<file path="config.mk">
export PLATFORM = sky130hd
export DESIGN_NAME = vga_pingpong_fetch
export DESIGN_NICKNAME = d
export VERILOG_FILES = /design/src/rtl/vga_pingpong_fetch_pkg.sv /design/src/rtl/vga_pingpong_fetch_bank.sv /design/src/rtl/vga_pingpong_fetch.sv
export SDC_FILE = /design/constraint.sdc
export NUM_CORES = 2
export LEC_CHECK = 0
export CAP_MARGIN = 5
export CORE_ASPECT_RATIO = 1.1
export CORE_MARGIN = 3
export CORE_UTILIZATION = 60
export CTS_BUF_LIST = sky130_fd_sc_hd__clkbuf_2 sky130_fd_sc_hd__clkbuf_4 sky130_fd_sc_hd__clkbuf_8
export CTS_CLUSTER_DIAMETER = 60
export DETAILED_ROUTE_END_ITERATION = 10
export DONT_BUFFER_PORTS = 1
export HOLD_SLACK_MARGIN = 0.15
export PLACE_DENSITY = 0.76
export SLEW_MARGIN = 30
export SYNTH_ARGS = -nofsm -noshare
export SYNTH_HDL_FRONTEND = slang
export SYNTH_SLANG_ARGS = --single-unit
export TNS_END_PERCENT = 1
</file>
<file path="constraint.sdc">
create_clock -name clk_a -period 11.1 [get_ports clk_a]
set_input_delay 2.22 -clock clk_a [delete_from_list [all_inputs] [get_ports clk_a]]
set_output_delay 2.22 -clock clk_a [all_outputs]
set_load 0.02 [all_outputs]
</file>
<file path="src/rtl/vga_pingpong_fetch_pkg.sv">
// vga_pkg: shared types and constants for the VGA ping-pong fetch unit.
// Bank/fetch state encodings, AXI codes and the colour-bar palette.
package vga_pkg;

  typedef enum logic [1:0] {
    EMPTY,
    FILLING,
    FULL
  } bank_st_t;

  typedef enum logic [1:0] {
    IDLE,
    ADDR,
    DATA
  } fetch_st_t;

  localparam logic [1:0] BURST_INCR = 2'b01;
  localparam logic [1:0] RESP_OKAY  = 2'b00;

  localparam logic [11:0] COL_BLACK   = 12'h000;
  localparam logic [11:0] COL_WHITE   = 12'hFFF;
  localparam logic [11:0] COL_RED     = 12'hF00;
  localparam logic [11:0] COL_GREEN   = 12'h0F0;
  localparam logic [11:0] COL_BLUE    = 12'h00F;
  localparam logic [11:0] COL_YELLOW  = 12'hFF0;
  localparam logic [11:0] COL_CYAN    = 12'h0FF;
  localparam logic [11:0] COL_MAGENTA = 12'hF0F;

  function automatic logic [11:0] bar_color(input logic [2:0] idx);
    logic [11:0] c;
    unique case (idx)
      3'd0:    c = COL_BLACK;
      3'd1:    c = COL_WHITE;
      3'd2:    c = COL_RED;
      3'd3:    c = COL_GREEN;
      3'd4:    c = COL_BLUE;
      3'd5:    c = COL_YELLOW;
      3'd6:    c = COL_CYAN;
      default: c = COL_MAGENTA;
    endcase
    return c;
  endfunction

endpackage

</file>
<file path="src/rtl/vga_pingpong_fetch_bank.sv">
// vga_pp_bank: one ping-pong bank, BURST_LEN words of DATA_WIDTH.
// Synchronous write, combinational read, own EMPTY/FILLING/FULL state.
module vga_pp_bank
  import vga_pkg::*;
#(
  parameter int DATA_WIDTH = 64,
  parameter int BURST_LEN  = 32
) (
  input  logic                         clk,
  input  logic                         rst_n,
  input  logic                         we_i,
  input  logic [$clog2(BURST_LEN)-1:0] waddr_i,
  input  logic [DATA_WIDTH-1:0]        wdata_i,
  input  logic [$clog2(BURST_LEN)-1:0] raddr_i,
  output logic [DATA_WIDTH-1:0]        rdata_o,
  input  logic                         st_we_i,
  input  bank_st_t                     st_i,
  output bank_st_t                     st_o
);
  logic [DATA_WIDTH-1:0] mem_q [BURST_LEN];
  bank_st_t st_q, st_d;

  // word storage, no reset: contents only matter once FULL
  always_ff @(posedge clk) begin
    if (we_i) mem_q[waddr_i] <= wdata_i;
  end

  // next bank state
  always_comb begin
    st_d = st_q;
    if (st_we_i) st_d = st_i;
  end

  // bank state register
  always_ff @(posedge clk or negedge rst_n) begin
    if (!rst_n) st_q <= EMPTY;
    else        st_q <= st_d;
  end

  assign rdata_o = mem_q[raddr_i];
  assign st_o    = st_q;
endmodule

</file>
<file path="src/rtl/vga_pingpong_fetch.sv">
// vga_pingpong_fetch: AXI4 burst frame fetch into two banks, pixel drain.
// Optional colour-bar self test when SELF_TEST_EN is defined.
module vga_pingpong_fetch
  import vga_pkg::*;
#(
  parameter int ADDR_WIDTH = 64,
  parameter int DATA_WIDTH = 64,
  parameter int PIX_WIDTH  = 12,
  parameter int PIX_SLOT   = 16,
  parameter int BURST_LEN  = 32
) (
  input  logic                  clk_a,
  input  logic                  resetn_a,
  input  logic                  enable_i,
  input  logic [ADDR_WIDTH-1:0] base_addr_i,
  input  logic [ADDR_WIDTH-1:0] top_addr_i,
  input  logic                  pix_req_i,
  input  logic                  self_test_i,
  output logic [PIX_WIDTH-1:0]  pix_o,
  output logic                  pix_valid_o,
  output logic                  underrun_o,
  output logic                  rerr_o,
  input  logic                  clr_i,
  output logic [ADDR_WIDTH-1:0] araddr_o,
  output logic [7:0]            arlen_o,
  output logic [2:0]            arsize_o,
  output logic [1:0]            arburst_o,
  output logic                  arvalid_o,
  input  logic                  arready_i,
  input  logic [DATA_WIDTH-1:0] rdata_i,
  input  logic [1:0]            rresp_i,
  input  logic                  rlast_i,
  input  logic                  rvalid_i,
  output logic                  rready_o
);
  localparam int SLOTS = DATA_WIDTH / PIX_SLOT;
  localparam int AW    = $clog2(BURST_LEN);
  localparam int SW    = (SLOTS > 1) ? $clog2(SLOTS) : 1;
  localparam int AW1   = ADDR_WIDTH + 1;
  localparam logic [AW1-1:0] BURST_BYTES = AW1'(BURST_LEN * DATA_WIDTH / 8);
  localparam logic [AW-1:0]  LAST_BEAT   = AW'(BURST_LEN - 1);
  localparam logic [SW-1:0]  LAST_SLOT   = SW'(SLOTS - 1);
  localparam logic [7:0]     AR_LEN      = 8'(BURST_LEN - 1);
  localparam logic [2:0]     AR_SIZE     = 3'($clog2(DATA_WIDTH / 8));

  fetch_st_t state_q, state_d;

  logic                  cfg_q, cfg_d;
  logic                  en_q, en_d;
  logic [ADDR_WIDTH-1:0] base_q, base_d;
  logic [ADDR_WIDTH-1:0] top_q, top_d;
  logic [ADDR_WIDTH-1:0] next_q, next_d;
  logic [ADDR_WIDTH-1:0] araddr_q, araddr_d;
  logic                  arvalid_q, arvalid_d;
  logic                  rready_q, rready_d;
  logic [AW-1:0]         beat_q, beat_d;
  logic                  fill_q, fill_d;
  logic                  drain_q, drain_d;
  logic [AW-1:0]         word_q, word_d;
  logic [SW-1:0]         slot_q, slot_d;
  logic [PIX_WIDTH-1:0]  pix_q, pix_d;
  logic                  pix_valid_q, pix_valid_d;
  logic                  underrun_q, underrun_d;
  logic                  rerr_q, rerr_d;

  logic [1:0]            bank_we;
  logic [1:0]            bank_st_we;
  bank_st_t              bank_st_set [2];
  bank_st_t              bank_st [2];
  logic [DATA_WIDTH-1:0] bank_rdata [2];
  logic [DATA_WIDTH-1:0] wdata;
  logic [DATA_WIDTH-1:0] rword;
  logic [PIX_WIDTH-1:0]  sel_pix;
  logic [AW1-1:0]        addr_sum;
  logic                  go;
  logic                  beat_fire;
  logic                  burst_end;
  logic                  early_last;
  logic                  drain_full;
  logic                  st_mode;

`ifdef SELF_TEST_EN
  logic [5:0] bar_cnt_q, bar_cnt_d;
  logic [2:0] bar_idx_q, bar_idx_d;
`else
  logic unused_self_test;
  assign unused_self_test = self_test_i;
`endif

  for (genvar i = 0; i < 2; i++) begin : g_bank
    vga_pp_bank #(
      .DATA_WIDTH(DATA_WIDTH),
      .BURST_LEN (BURST_LEN)
    ) u_bank (
      .clk    (clk_a),
      .rst_n  (resetn_a),
      .we_i   (bank_we[i]),
      .waddr_i(beat_q),
      .wdata_i(wdata),
      .raddr_i(word_q),
      .rdata_o(bank_rdata[i]),
      .st_we_i(bank_st_we[i]),
      .st_i   (bank_st_set[i]),
      .st_o   (bank_st[i])
    );
  end

  assign go = (state_q == IDLE) && enable_i && en_q &&
              (bank_st[fill_q] == EMPTY);
  assign beat_fire  = (state_q == DATA) && rvalid_i && rready_q;
  assign burst_end  = beat_fire && ((beat_q == LAST_BEAT) || rlast_i);
  assign early_last = beat_fire && rlast_i && (beat_q != LAST_BEAT);
  assign addr_sum   = {1'b0, next_q} + BURST_BYTES;
  assign wdata      = (rresp_i != RESP_OKAY) ? '0 : rdata_i;
  assign rword      = bank_rdata[drain_q];
  assign sel_pix    = PIX_WIDTH'(rword >> (slot_q * PIX_SLOT));
  assign drain_full = (bank_st[drain_q] == FULL);

`ifdef SELF_TEST_EN
  assign st_mode = self_test_i;
`else
  assign st_mode = 1'b0;
`endif

  // fetch FSM state register
  always_ff @(posedge clk_a or negedge resetn_a) begin
    if (!resetn_a) state_q <= IDLE;
    else           state_q <= state_d;
  end

  // fetch FSM next state
  always_comb begin
    state_d = state_q;
    unique case (state_q)
      IDLE:    if (go) state_d = ADDR;
      ADDR:    if (arready_i) state_d = DATA;
      DATA:    if (burst_end) state_d = IDLE;
      default: state_d = IDLE;
    endcase
  end

  // AXI outputs, address walk, bank fill/drain, pixel and status
  always_comb begin
    cfg_d       = 1'b1;
    en_d        = enable_i;
    base_d      = base_q;
    top_d       = top_q;
    next_d      = next_q;
    araddr_d    = araddr_q;
    arvalid_d   = arvalid_q;
    rready_d    = rready_q;
    beat_d      = beat_q;
    fill_d      = fill_q;
    drain_d     = drain_q;
    word_d      = word_q;
    slot_d      = slot_q;
    pix_d       = pix_q;
    pix_valid_d = 1'b0;
    underrun_d  = underrun_q & ~clr_i;
    rerr_d      = rerr_q & ~clr_i;
    bank_we     = '0;
    bank_st_we  = '0;
    bank_st_set[0] = EMPTY;
    bank_st_set[1] = EMPTY;
`ifdef SELF_TEST_EN
    bar_cnt_d = bar_cnt_q;
    bar_idx_d = bar_idx_q;
`endif

    unique case (state_q)
      IDLE: begin
        if (go) begin
          araddr_d  = next_q;
          arvalid_d = 1'b1;
          beat_d    = '0;
          bank_st_we[fill_q]  = 1'b1;
          bank_st_set[fill_q] = FILLING;
        end
      end
      ADDR: begin
        if (arready_i) begin
          arvalid_d = 1'b0;
          rready_d  = 1'b1;
          if (addr_sum >= {1'b0, top_q}) next_d = base_q;
          else                           next_d = addr_sum[ADDR_WIDTH-1:0];
        end
      end
      DATA: begin
        if (beat_fire) begin
          bank_we[fill_q] = 1'b1;
          beat_d = beat_q + 1'b1;
          if (rresp_i != RESP_OKAY) rerr_d = 1'b1;
        end
        if (burst_end) begin
          rready_d = 1'b0;
          fill_d   = ~fill_q;
          bank_st_we[fill_q]  = 1'b1;
          bank_st_set[fill_q] = FULL;
        end
        if (early_last) rerr_d = 1'b1;
      end
      default: ;
    endcase

    if (enable_i && !en_q) begin
      base_d = base_addr_i;
      top_d  = top_addr_i;
      next_d = base_addr_i;
    end

    if (pix_req_i) begin
      pix_valid_d = 1'b1;
      if (st_mode) begin
`ifdef SELF_TEST_EN
        pix_d     = PIX_WIDTH'(bar_color(bar_idx_q));
        bar_cnt_d = bar_cnt_q + 1'b1;
        if (bar_cnt_q == 6'd63) bar_idx_d = bar_idx_q + 1'b1;
`endif
      end else if (drain_full) begin
        pix_d = sel_pix;
        if (slot_q == LAST_SLOT) begin
          slot_d = '0;
          word_d = word_q + 1'b1;
          if (word_q == LAST_BEAT) begin
            drain_d = ~drain_q;
            bank_st_we[drain_q]  = 1'b1;
            bank_st_set[drain_q] = EMPTY;
          end
        end else begin
          slot_d = slot_q + 1'b1;
        end
      end else begin
        pix_d      = '0;
        underrun_d = 1'b1;
      end
    end
  end

  // datapath and status registers
  always_ff @(posedge clk_a or negedge resetn_a) begin
    if (!resetn_a) begin
      cfg_q       <= 1'b0;
      en_q        <= 1'b0;
      base_q      <= '0;
      top_q       <= '0;
      next_q      <= '0;
      araddr_q    <= '0;
      arvalid_q   <= 1'b0;
      rready_q    <= 1'b0;
      beat_q      <= '0;
      fill_q      <= 1'b0;
      drain_q     <= 1'b0;
      word_q      <= '0;
      slot_q      <= '0;
      pix_q       <= '0;
      pix_valid_q <= 1'b0;
      underrun_q  <= 1'b0;
      rerr_q      <= 1'b0;
    end else begin
      cfg_q       <= cfg_d;
      en_q        <= en_d;
      base_q      <= base_d;
      top_q       <= top_d;
      next_q      <= next_d;
      araddr_q    <= araddr_d;
      arvalid_q   <= arvalid_d;
      rready_q    <= rready_d;
      beat_q      <= beat_d;
      fill_q      <= fill_d;
      drain_q     <= drain_d;
      word_q      <= word_d;
      slot_q      <= slot_d;
      pix_q       <= pix_d;
      pix_valid_q <= pix_valid_d;
      underrun_q  <= underrun_d;
      rerr_q      <= rerr_d;
    end
  end

`ifdef SELF_TEST_EN
  // colour-bar request counter and palette index
  always_ff @(posedge clk_a or negedge resetn_a) begin
    if (!resetn_a) begin
      bar_cnt_q <= '0;
      bar_idx_q <= '0;
    end else begin
      bar_cnt_q <= bar_cnt_d;
      bar_idx_q <= bar_idx_d;
    end
  end
`endif

  assign pix_o       = pix_q;
  assign pix_valid_o = pix_valid_q;
  assign underrun_o  = underrun_q;
  assign rerr_o      = rerr_q;
  assign araddr_o    = araddr_q;
  assign arvalid_o   = arvalid_q;
  assign rready_o    = rready_q;
  assign arlen_o     = cfg_q ? AR_LEN : 8'd0;
  assign arsize_o    = cfg_q ? AR_SIZE : 3'd0;
  assign arburst_o   = cfg_q ? BURST_INCR : 2'b00;
endmodule

</file>
==> results.sh <==
export IMPL_relSlewSlack_pct=24.47
export IMPL_crit_type="flip-flop to flip-flop"
export IMPL_hold_buffers=0
export IMPL_synth_edff_count=3072
export IMPL_syn_cell_area_um2=132600
export IMPL_rsz0062_at_grt="false"
export IMPL_grt_pass1_vias=69360
export IMPL_htreeDepth=6
export IMPL_slew_violations=0
export IMPL_max_freq_ghz=0.1701
export IMPL_vias_per_cell=6.803
export IMPL_grt_max_degree=296
export IMPL_dr_first_iter_drc_count=9385
export IMPL_die_h_um=499.1
export IMPL_cts_root_buf="clkbuf_8"
export IMPL_power_density_nw_per_um2=214.6
export IMPL_cp_slowest_cell="or3_2"
export IMPL_synth_flop_cell="edfxtp_1"
export IMPL_timing_final_crit_share_pct=52.95
export IMPL_clk_pin_slew_worst_paths_ps=60
export IMPL_layout_drive_gt1_share_pct=27.75
export IMPL_syn_inst=6534
export IMPL_finalSetupViolations=0
export IMPL_dr_pass1_iters=6
export IMPL_clock_latency_ps=1090
export IMPL_cp_start_kind="flip-flop"
export IMPL_fin_util_pct=66.92
export IMPL_core_rowCount=180
export IMPL_overflow=0
export IMPL_drc=0
export IMPL_synth_area_leaders="edfxtp_1 (70%), mux4_2 (14%), dfrtp_1 (5.6%), mux2i_1 (1.2%), nand2_1 (1.2%)"
export IMPL_synth_top_area_cell="edfxtp_1"
export IMPL_outcome="completed"
export IMPL_wl_um=341300
export IMPL_cpPeakStageDelay_ps=820
export IMPL_yosysWarnings=0
export IMPL_min_path_type="flip-flop to flip-flop"
export IMPL_worstSetupEndpointType="flip-flop"
export IMPL_gp_congestion=0.8994
export IMPL_postRouteAntennaNets=0
export IMPL_yosysMostFrequentCell="edfxtp_1"
export IMPL_tightest_slew_ps=1133
export IMPL_multi_input_area_um2=31370
export IMPL_vias=69260
export IMPL_synth_top_area_share_pct=69.57
export IMPL_synthArstFlopShare_pct=8.762
export IMPL_cp_arrival_ps=6870
export IMPL_cts_sinks=3367
export IMPL_numCtsBuffers=542
export IMPL_crit_path_cell_trace="ha_1, nand4_1, or3_1, nor4_2, nand3_1, xnor2_1, ha_1, and4_1, nand3_1, a21oi_1, a221o_1, or3_2, buf_4, or4_1, and3b_1"
export IMPL_crit_fanout=35
export IMPL_die_w_um=454.2
export IMPL_nets=7150
export IMPL_portBuffers=0
export IMPL_synth_distinct_cells=75
export IMPL_num_fill_cells=13430
export IMPL_cts_resized_gates=0
export IMPL_hpwl_um=183300
export IMPL_cts_buffer_depth=4
export IMPL_post_route_min_period_ps=5877
export IMPL_hold_viol=0
export IMPL_cts_tree="built"
export IMPL_vdd_drop_max_mv=0.3118
export IMPL_synth_commonest_cells="edfxtp_1 (3072), mux4_2 (834), nand2_1 (419)"
export IMPL_seq_area_frac_synth_pct=75.13
export IMPL_grt_usage_pct=30.35
export IMPL_core_um2=219100
export IMPL_io_pins=297
export IMPL_fin_worst_skew_ps=66.14
export IMPL_dieArea_um2=226700
export IMPL_syn_to_final_growth_pct=10.58
export IMPL_wl_per_cell_um=33.52
export IMPL_area_sequential_um2=99650
export IMPL_p_leak_nw=47.81
export IMPL_maxCapViolCount=0
export IMPL_cts_setup_buffers=0
export IMPL_antenna_found_initial=20
export IMPL_grt_pass1_wl_um=490100
export IMPL_synth_seq_cells=3367
export IMPL_required_ps=12090
export IMPL_final_setup_tns_ps=0
export IMPL_start_util_pct=60.51
export IMPL_postSynthAreaPerCell_um2=20.29
-- per-stage QoR --
| stage | worst slack [ps] | instance area, µm² | total power, mW | std cells | hold WS, ps |
|---|---|---|---|---|---|
| 3_5_place_dp | 5328 | 136400 | 21.62 | 9241 | 462.5 |
| 3_3_place_gp | 5426 | 136300 | 21.51 | 9237 | 458.8 |
| 6_report | 5223 | 146600 | 31.47 | 10180 | 472.9 |
| 5_1_grt | 4979 | 146600 | 32.61 | 10180 | 497.0 |
| 4_1_cts | 5310 | 146500 | 31.63 | 10170 | 477.0 |
| 2_1_floorplan | 4545 | 132600 | 19.95 | 6538 | 439.5 |
-- area by class of cell --
class	instances	area share, %
Sequential cell	3367	67.96
Multi-Input combinational cell	2705	21.39
Clock buffer	743	6.261
Clock inverter	182	0.6306
Tap cell	2912	2.485
Timing Repair Buffer	169	1.016
Inverter	89	0.2347
Antenna cell	14	0.02389
-- state kept, by name, indices dropped and copies added (netlist names), 2 cells and up --
register and cells:
araddr_o 64, g_bank.u_bank.st_o 4, slot_q 2, state_q 2, base_q 64, beat_q 5
g_bank.u_bank.mem_q 3072, word_q 5, next_q 64, top_q 64, pix_o 12
-- path summary, 6_finish.rpt --
| kind | startpoint | end | slack (ps) | cells after the start |
|---|---|---|---|---|
| setup / recovery | next_q[8]$_DFFE_PN0P_ | next_q[12]$_DFFE_PN0P_ | 5220 | 15 |
| hold / removal | base_q[9]$_DFFE_PN0P_ | base_q[9]$_DFFE_PN0P_ | 470 | 2 |
| setup reg to reg | next_q[8]$_DFFE_PN0P_ | next_q[12]$_DFFE_PN0P_ | 5220 | 15 |
| hold reg to reg | base_q[9]$_DFFE_PN0P_ | base_q[9]$_DFFE_PN0P_ | 470 | 2 |
| max in group asynchronous | resetn_a | next_q[20]$_DFFE_PN0P_ | 9690 | 0 |
| min in group asynchronous | resetn_a | next_q[50]$_DFFE_PN0P_ | 850 | 0 |
-- worst max-delay path, delay by kind of cell (launching register included) --
family | cells | cell delay, ps
XOR/XNOR | 1 | 250
AO/OA/AOI/OAI | 2 | 540
AND/OR/NAND/NOR | 9 | 3550
buffers and inverters | 1 | 380
flip-flops | 1 | 470
adder cells (fa/ha/maj) | 2 | 530
-- layout by cell type (no fill, tap or decap), types with 67 or more instances in the layout --
cell,synthesis,final
a21oi_1,126,126
buf_4,53,142
clkbuf_4,0,167
clkbuf_8,0,576
clkinv_1,0,125
dfrtp_1,295,289
edfxtp_1,3072,3072
ha_1,73,73
inv_1,88,85
mux2i_1,160,160
mux4_2,834,834
nand2_1,419,418
nor2_1,136,67
nor2_4,0,67
nor3_1,93,89
o21ai_0,117,117
-- routing by layer --
| layer | wire length, µm | part of all wire, % | global-route usage (%) | up-vias |
|---|---|---|---|---|
| met2 | 164600 | 48 | 47.46 | 4741 |
| met3 | 42770 | 13 | 7.957 | 762 |
| met5 | 34 | 0.010 | 0 | - |
| li1 | - | - | - | 27590 |
| met1 | 118600 | 35 | 41.20 | 36160 |
| met4 | 15280 | 4.5 | 12.71 | 6 |
-- power by group --
group	internal, mW	switching (mW)	total [mW]
Combinational	3.18	3.47	6.66
Clock	5.43	4.68	10.1
Sequential	14.1	0.591	14.7
Total	22.7	8.75	31.5
-- cell families (layout without fill, tap and decap cells) --
family          count (synthesis)  after routing  synth area share, %
compound gates                594            594                2.951
xor+xnor                       61             61               0.4029
fa+ha+maj                      73             73               0.6888
buf+inv                       466           1183                1.755
flops                        3367           3367                75.13
mux                          1052           1052                15.87
other cells                     2             20             0.005664
simple gates                  919            919                3.198
Power figures use the tool's default switching activity.
